### config.mk
export PLATFORM = sky130hd
export DESIGN_NAME = fetch_unit
export DESIGN_NICKNAME = d
export VERILOG_FILES = /design/src/rtl/fetch_unit_pkg.sv /design/src/rtl/fetch_unit_next_pc_gen.sv /design/src/rtl/fetch_unit.sv
export SDC_FILE = /design/constraint.sdc
export NUM_CORES = 1
export LEC_CHECK = 0
export BUFFER_PORTS_ARGS = -buffer_cell sky130_fd_sc_hd__buf_2
export CAP_MARGIN = 20
export CORE_UTILIZATION = 42
export CTS_CLUSTER_DIAMETER = 120
export DETAILED_ROUTE_END_ITERATION = 8
export PLACE_DENSITY = 0.78
export SLEW_MARGIN = 30
export SYNTH_ARGS = -nofsm -noshare
export SYNTH_HDL_FRONTEND = slang
export SYNTH_HIERARCHICAL = 1
export SYNTH_SLANG_ARGS = --single-unit
### constraint.sdc
create_clock -name clk -period 2.2 [get_ports clk]
set_input_delay 0.22 -clock clk [delete_from_list [all_inputs] [get_ports clk]]
set_output_delay 0.22 -clock clk [all_outputs]
set_load 0.005 [all_outputs]
### src/rtl/fetch_unit_pkg.sv
// Shared definitions for the instruction-fetch stage: FSM states, NOP encoding,
// instruction field positions and the default reset PC.
package fetch_unit_pkg;

  typedef enum logic [1:0] {
    StBoot,
    StFetch,
    StIssue
  } fetch_state_e;

  localparam logic [31:0] NOP_INSTR        = 32'h0000_0013;
  localparam logic [31:0] DEFAULT_RESET_PC = 32'h0000_0000;

  localparam int unsigned OP_LSB      = 0;
  localparam int unsigned OP_MSB      = 6;
  localparam int unsigned FUNCT3_LSB  = 12;
  localparam int unsigned FUNCT3_MSB  = 14;
  localparam int unsigned FUNCT7B5_BIT = 30;

endpackage

### src/rtl/fetch_unit_next_pc_gen.sv
// Combinational next-PC selection for the fetch stage. FETCH_MISALIGN_TRAP_EN
// redirects targets with bit 1 set to TRAP_VEC and flags a trap.
module next_pc_gen
  import fetch_unit_pkg::*;
#(
  parameter int unsigned     XLEN     = 32,
  parameter logic [XLEN-1:0] TRAP_VEC = XLEN'(32'h0000_0100)
) (
  input  logic [XLEN-1:0] pc_i,
  input  logic            pc_src_i,
  input  logic [XLEN-1:0] pc_target_i,
  output logic [XLEN-1:0] pc_plus4_o,
  output logic [XLEN-1:0] next_pc_o,
  output logic            trap_o
);

  logic [XLEN-1:0] target_aligned;

  assign pc_plus4_o     = pc_i + XLEN'(4);
  assign target_aligned = {pc_target_i[XLEN-1:1], 1'b0};

`ifdef FETCH_MISALIGN_TRAP_EN
  logic unused_bits;
  assign unused_bits = pc_target_i[0];

  always_comb begin
    trap_o    = 1'b0;
    next_pc_o = pc_plus4_o;
    if (pc_src_i) begin
      if (pc_target_i[1]) begin
        trap_o    = 1'b1;
        next_pc_o = TRAP_VEC;
      end else begin
        next_pc_o = target_aligned;
      end
    end
  end
`else
  // Bit 0 of the target and the trap vector have no effect in this build.
  logic unused_bits;
  assign unused_bits = ^{pc_target_i[0], TRAP_VEC};

  assign trap_o    = 1'b0;
  assign next_pc_o = pc_src_i ? target_aligned : pc_plus4_o;
`endif

endmodule

### src/rtl/fetch_unit.sv
// Instruction-fetch stage: owns the PC, runs the imem req/valid handshake and
// holds the fetched word for decode. Misaligned-target trap: FETCH_MISALIGN_TRAP_EN.
module fetch_unit
  import fetch_unit_pkg::*;
#(
  parameter int unsigned     XLEN     = 32,
  parameter logic [XLEN-1:0] RESET_PC = XLEN'(DEFAULT_RESET_PC),
  parameter logic [XLEN-1:0] TRAP_VEC = XLEN'(32'h0000_0100)
) (
  input  logic            clk,
  input  logic            resetN,
  output logic            imemReq,
  output logic [XLEN-1:0] imemAddr,
  input  logic            imemValid,
  input  logic [31:0]     imemRdata,
  output logic            instrValid,
  input  logic            instrAccept,
  output logic [31:0]     instr,
  output logic [6:0]      op,
  output logic [2:0]      funct3,
  output logic            funct7B5,
  output logic [XLEN-1:0] pc,
  output logic [XLEN-1:0] pcPlus4,
  input  logic            pcSrc,
  input  logic [XLEN-1:0] pcTarget,
  output logic            trap
);

  fetch_state_e    state_q;
  logic [XLEN-1:0] pc_q;
  logic [31:0]     instr_q;
  logic            instr_valid_q;
  logic            imem_req_q;
  logic            trap_q;

  logic [XLEN-1:0] next_pc;
  logic [XLEN-1:0] pc_plus4;
  logic            next_trap;

  next_pc_gen #(
    .XLEN     (XLEN),
    .TRAP_VEC (TRAP_VEC)
  ) u_next_pc_gen (
    .pc_i        (pc_q),
    .pc_src_i    (pcSrc),
    .pc_target_i (pcTarget),
    .pc_plus4_o  (pc_plus4),
    .next_pc_o   (next_pc),
    .trap_o      (next_trap)
  );

  always_ff @(posedge clk or negedge resetN) begin
    if (!resetN) begin
      state_q       <= StBoot;
      pc_q          <= RESET_PC;
      instr_q       <= NOP_INSTR;
      instr_valid_q <= 1'b0;
      imem_req_q    <= 1'b0;
      trap_q        <= 1'b0;
    end else begin
      trap_q <= 1'b0;
      case (state_q)
        StBoot: begin
          state_q    <= StFetch;
          imem_req_q <= 1'b1;
        end
        StFetch: begin
          if (imemValid) begin
            instr_q       <= imemRdata;
            imem_req_q    <= 1'b0;
            instr_valid_q <= 1'b1;
            state_q       <= StIssue;
          end
        end
        StIssue: begin
          // pcSrc/pcTarget only matter on the accepting cycle.
          if (instrAccept) begin
            pc_q          <= next_pc;
            instr_valid_q <= 1'b0;
            imem_req_q    <= 1'b1;
            trap_q        <= next_trap;
            state_q       <= StFetch;
          end
        end
        default: begin
          state_q       <= StBoot;
          imem_req_q    <= 1'b0;
          instr_valid_q <= 1'b0;
        end
      endcase
    end
  end

  assign imemReq    = imem_req_q;
  assign imemAddr   = pc_q;
  assign instrValid = instr_valid_q;
  assign instr      = instr_q;
  assign op         = instr_q[OP_MSB:OP_LSB];
  assign funct3     = instr_q[FUNCT3_MSB:FUNCT3_LSB];
  assign funct7B5   = instr_q[FUNCT7B5_BIT];
  assign pc         = pc_q;
  assign pcPlus4    = pc_plus4;
  assign trap       = trap_q;

endmodule

==> results.json <==
{
  "grt_max_degree": 69,
  "fp.dieH_um": 101,
  "cellLeakagePower_nw": 3.07,
  "worstSetupEndpointType": "output port",
  "setup_ws_ns": -0.195,
  "cts_buffer_depth": 2,
  "syn_avg_cell_area_um2": 11.3,
  "synthDistinctLibCells": 43,
  "ant_nets": 0,
  "fin_cells": 710,
  "synth_top_area_cell": "dfrtp_1",
  "clk_latency_ns": 0.35,
  "fin_crit_ns": 2.40,
  "ctsHtreeMaxLevel": 3,
  "dpl.cell_count": 677,
  "cts_tree": "built",
  "hold_violations": 0,
  "yosys.area_share.simple_pct": 13.8,
  "critPathLaunchType": "register",
  "synthXorXnorAreaFrac_pct": 3.81,
  "yosysWarningCount": 6,
  "synth_compound_area_share_pct": 5.02,
  "syn-instance-count": 365,
  "vias": 3628,
  "gp_congestion": 0.803,
  "post-route-util_pct": 62.0,
  "root_buffer": "clkbuf_8",
  "pre_cts_slack_ns": 0.0442,
  "ios": 211,
  "grt_pass1_vias": 3479,
  "syn-num-nets": 435,
  "worstPathArrival_ns": 2.18,
  "grt-ovfl-total": 0,
  "drive_above_1_share_pct": 68.3,
  "synth_top_area_share_pct": 39.3,
  "synth_area_leaders": "dfrtp_1 (39%), mux2_2 (13%), mux2_4 (11%)",
  "clk_pin_slew_ns": 0.09,
  "synth.ff_latch_count": 68,
  "drt-pass1-iter-count": 6,
  "maxSlewViolCount": 0,
  "m1WireLength_um": 4690,
  "cp.required_ns": 1.98,
  "syn_area_um2": 4140,
  "core_um2": 9420,
  "drtIter0Drc": 74,
  "routed_via_density": 5.11,
  "postPlaceCellArea_um2": 5170,
  "rsz0062_at_grt": "yes",
  "port_buffers": 209,
  "final_cell_area_um2": 5840,
  "synth_mux_area_share_pct": 24.4,
  "die_area_um2": 10300,
  "synthAdderAreaFrac_pct": 0.302,
  "antenna_found_initial": 0,
  "cts_inserted_buffers": 9,
  "crit_fanout": 8,
  "finalCritPeriodShare_pct": 109,
  "routedWlPerCell_um": 16.4,
  "dp_hpwl_um": 8220,
  "drc": 0,
  "drt-total-wl_um": 11600,
  "finalPower_mw": 7.63,
  "powerDensity_nw_per_um2": 1310,
  "wl_met3_um": 797,
  "track_usage_pct": 21.5,
  "ir_drop_mv": 0.776,
  "fp-row-count": 35,
  "max_freq_mhz": 417,
  "finClkSkew_ns": 0.0107,
  "antenna_cells": 0,
  "nets": 646,
  "start_util_pct": 44.0,
  "setup_violations": 10,
  "topRoutingLayerUsed": "met4",
  "status": "finished with violations",
  "tightest_slew_ns": 0.665,
  "met2_length_um": 6040,
  "clock_sinks": 68,
  "syn_to_final_growth_pct": 41.1,
  "maxSlewHeadroom_pct": 55.7,
  "synth_top_family_by_area": "multiplexers",
  "max-cap-violations": 0,
  "grt_pass1_wl_um": 17000,
  "hp-class": "in2reg",
  "critical_path_class": "reg2out",
  "violations": "negative setup slack",
  "die_w_um": 101,
  "ys_seq_area_share_pct": 41.2
}
[critical path, cell delays in order, from the launching register on]
cell	delay, ns
dfrtp_1	0.38
nand2_1	0.12
or4_4	0.60
or4_1	0.52
nand2_1	0.10
buf_2	0.11
[state kept, by name, indices dropped and copies added, names as in the netlist]
register,cells
state_q,2
imemAddr,32
instrValid,1
trap,1
instr,32
[layout make-up]
type | count | area [um2]
flip-flops and latches | 68 | 1710
clock inverters | 6 | 72.6
well taps | 129 | 161
inverters | 6 | 22.5
fillers | 757 | 3570
multi-input cells | 230 | 2260
repair buffers | 261 | 1490
clock buffers | 10 | 128
[path summary, 6_finish.rpt]
check | from | endpoint | slack [ns] | cells past startpoint
max | imemAddr[15] | pcPlus4[25] | -0.20 | 5
min | imemRdata[1] | instr[1] | 0.1 | 2
max reg2reg | imemAddr[8] | imemAddr[16] | 0.03 | 7
min reg2reg | instr[10] | instr[10] | 0.52 | 1
max in group asynchronous | resetN | imemAddr[8] | 1.28 | 2
min in group asynchronous | resetN | imemAddr[19] | 0.43 | 2
[power by group]
group	switching (mW)	internal [mW]	total (mW)
Combinational	1.74	2.35	4.08
Sequential	0.586	1.88	2.46
Clock	0.545	0.537	1.08
Total	2.87	4.76	7.63
[through the flow]
| step | hold slack, ns | TNS [ns] |
|---|---|---|
| finish | 0.0981 | -1.06 |
| global route | 0.0758 | -3.06 |
| CTS | 0.0286 | -1.63 |
| detailed placement | 0.399 | 0 |
| global placement | 0.380 | 0 |
| floorplan | -0.0756 | 0 |
[what timing repair did]
action,4_1_cts,5_1_grt
hold buffers,0,1
endpoints found under the hold margin,0,65
setup buffers,9,7
resized for setup,26,35
setup endpoints to repair,14,26
pin swaps,10,12
[per-layer routing]
metal,vias up,track usage (%)
met5,-,0
met4,0,5.13
met3,12,6.35
met2,174,38.8
met1,1755,25.0
li1,1687,-
[cell families (layout without fill, tap and decap cells)]
family,Yosys count,count (layout)
AO/OA/AOI/OAI,29,29
XOR/XNOR,18,18
adder cells (fa/ha/maj),1,1
buffers and inverters,67,283
flip-flops,68,68
multiplexers,80,80
other,1,1
AND/OR/NAND/NOR,101,101
[Yosys cell counts (all sizes together)]
cell type,instances
and3,4
nand2b,1
buf,54
conb,1
dfstp,3
nand3,11
dfrtp,65
xor2,7
nand3b,2
and4,3
mux2,80
ha,1
a31o,1
nor2b,5
or3b,1
o2bb2ai,1
clkinv,1
nor4,9
nand2,24
nor2,18
or3,2
a21o,1
clkbuf,7
nand4,10
a21oi,1
o21ai,4
xnor2,11
nand4b,1
or4b,1
a22oi,1
a21bo,1
or4,6
inv,5
o31ai,5
a221o,4
nor3,3
a31oi,10
[cells in the final DEF, fill, tap and decap left out, types with 3 or more instances in the layout]
| master | count |
|---|---|
| buf_4 | 45 |
| buf_6 | 6 |
| a221o_1 | 4 |
| xnor2_2 | 4 |
| dfrtp_1 | 64 |
| nand4_1 | 10 |
| nor2_1 | 18 |
| nor4_4 | 6 |
| a31oi_1 | 10 |
| and4_1 | 3 |
| xnor2_1 | 6 |
| nand2_1 | 18 |
| nand2_2 | 3 |
| dfstp_2 | 3 |
| or4_4 | 4 |
| nand3_1 | 7 |
| nand2_4 | 3 |
| and3_1 | 3 |
| mux2_4 | 30 |
| clkbuf_8 | 9 |
| inv_1 | 5 |
| nor2b_1 | 5 |
| nor3_1 | 3 |
| xor2_1 | 6 |
| buf_2 | 207 |
| mux2_2 | 48 |
No activity file was read; power rests on OpenSTA's default activity.
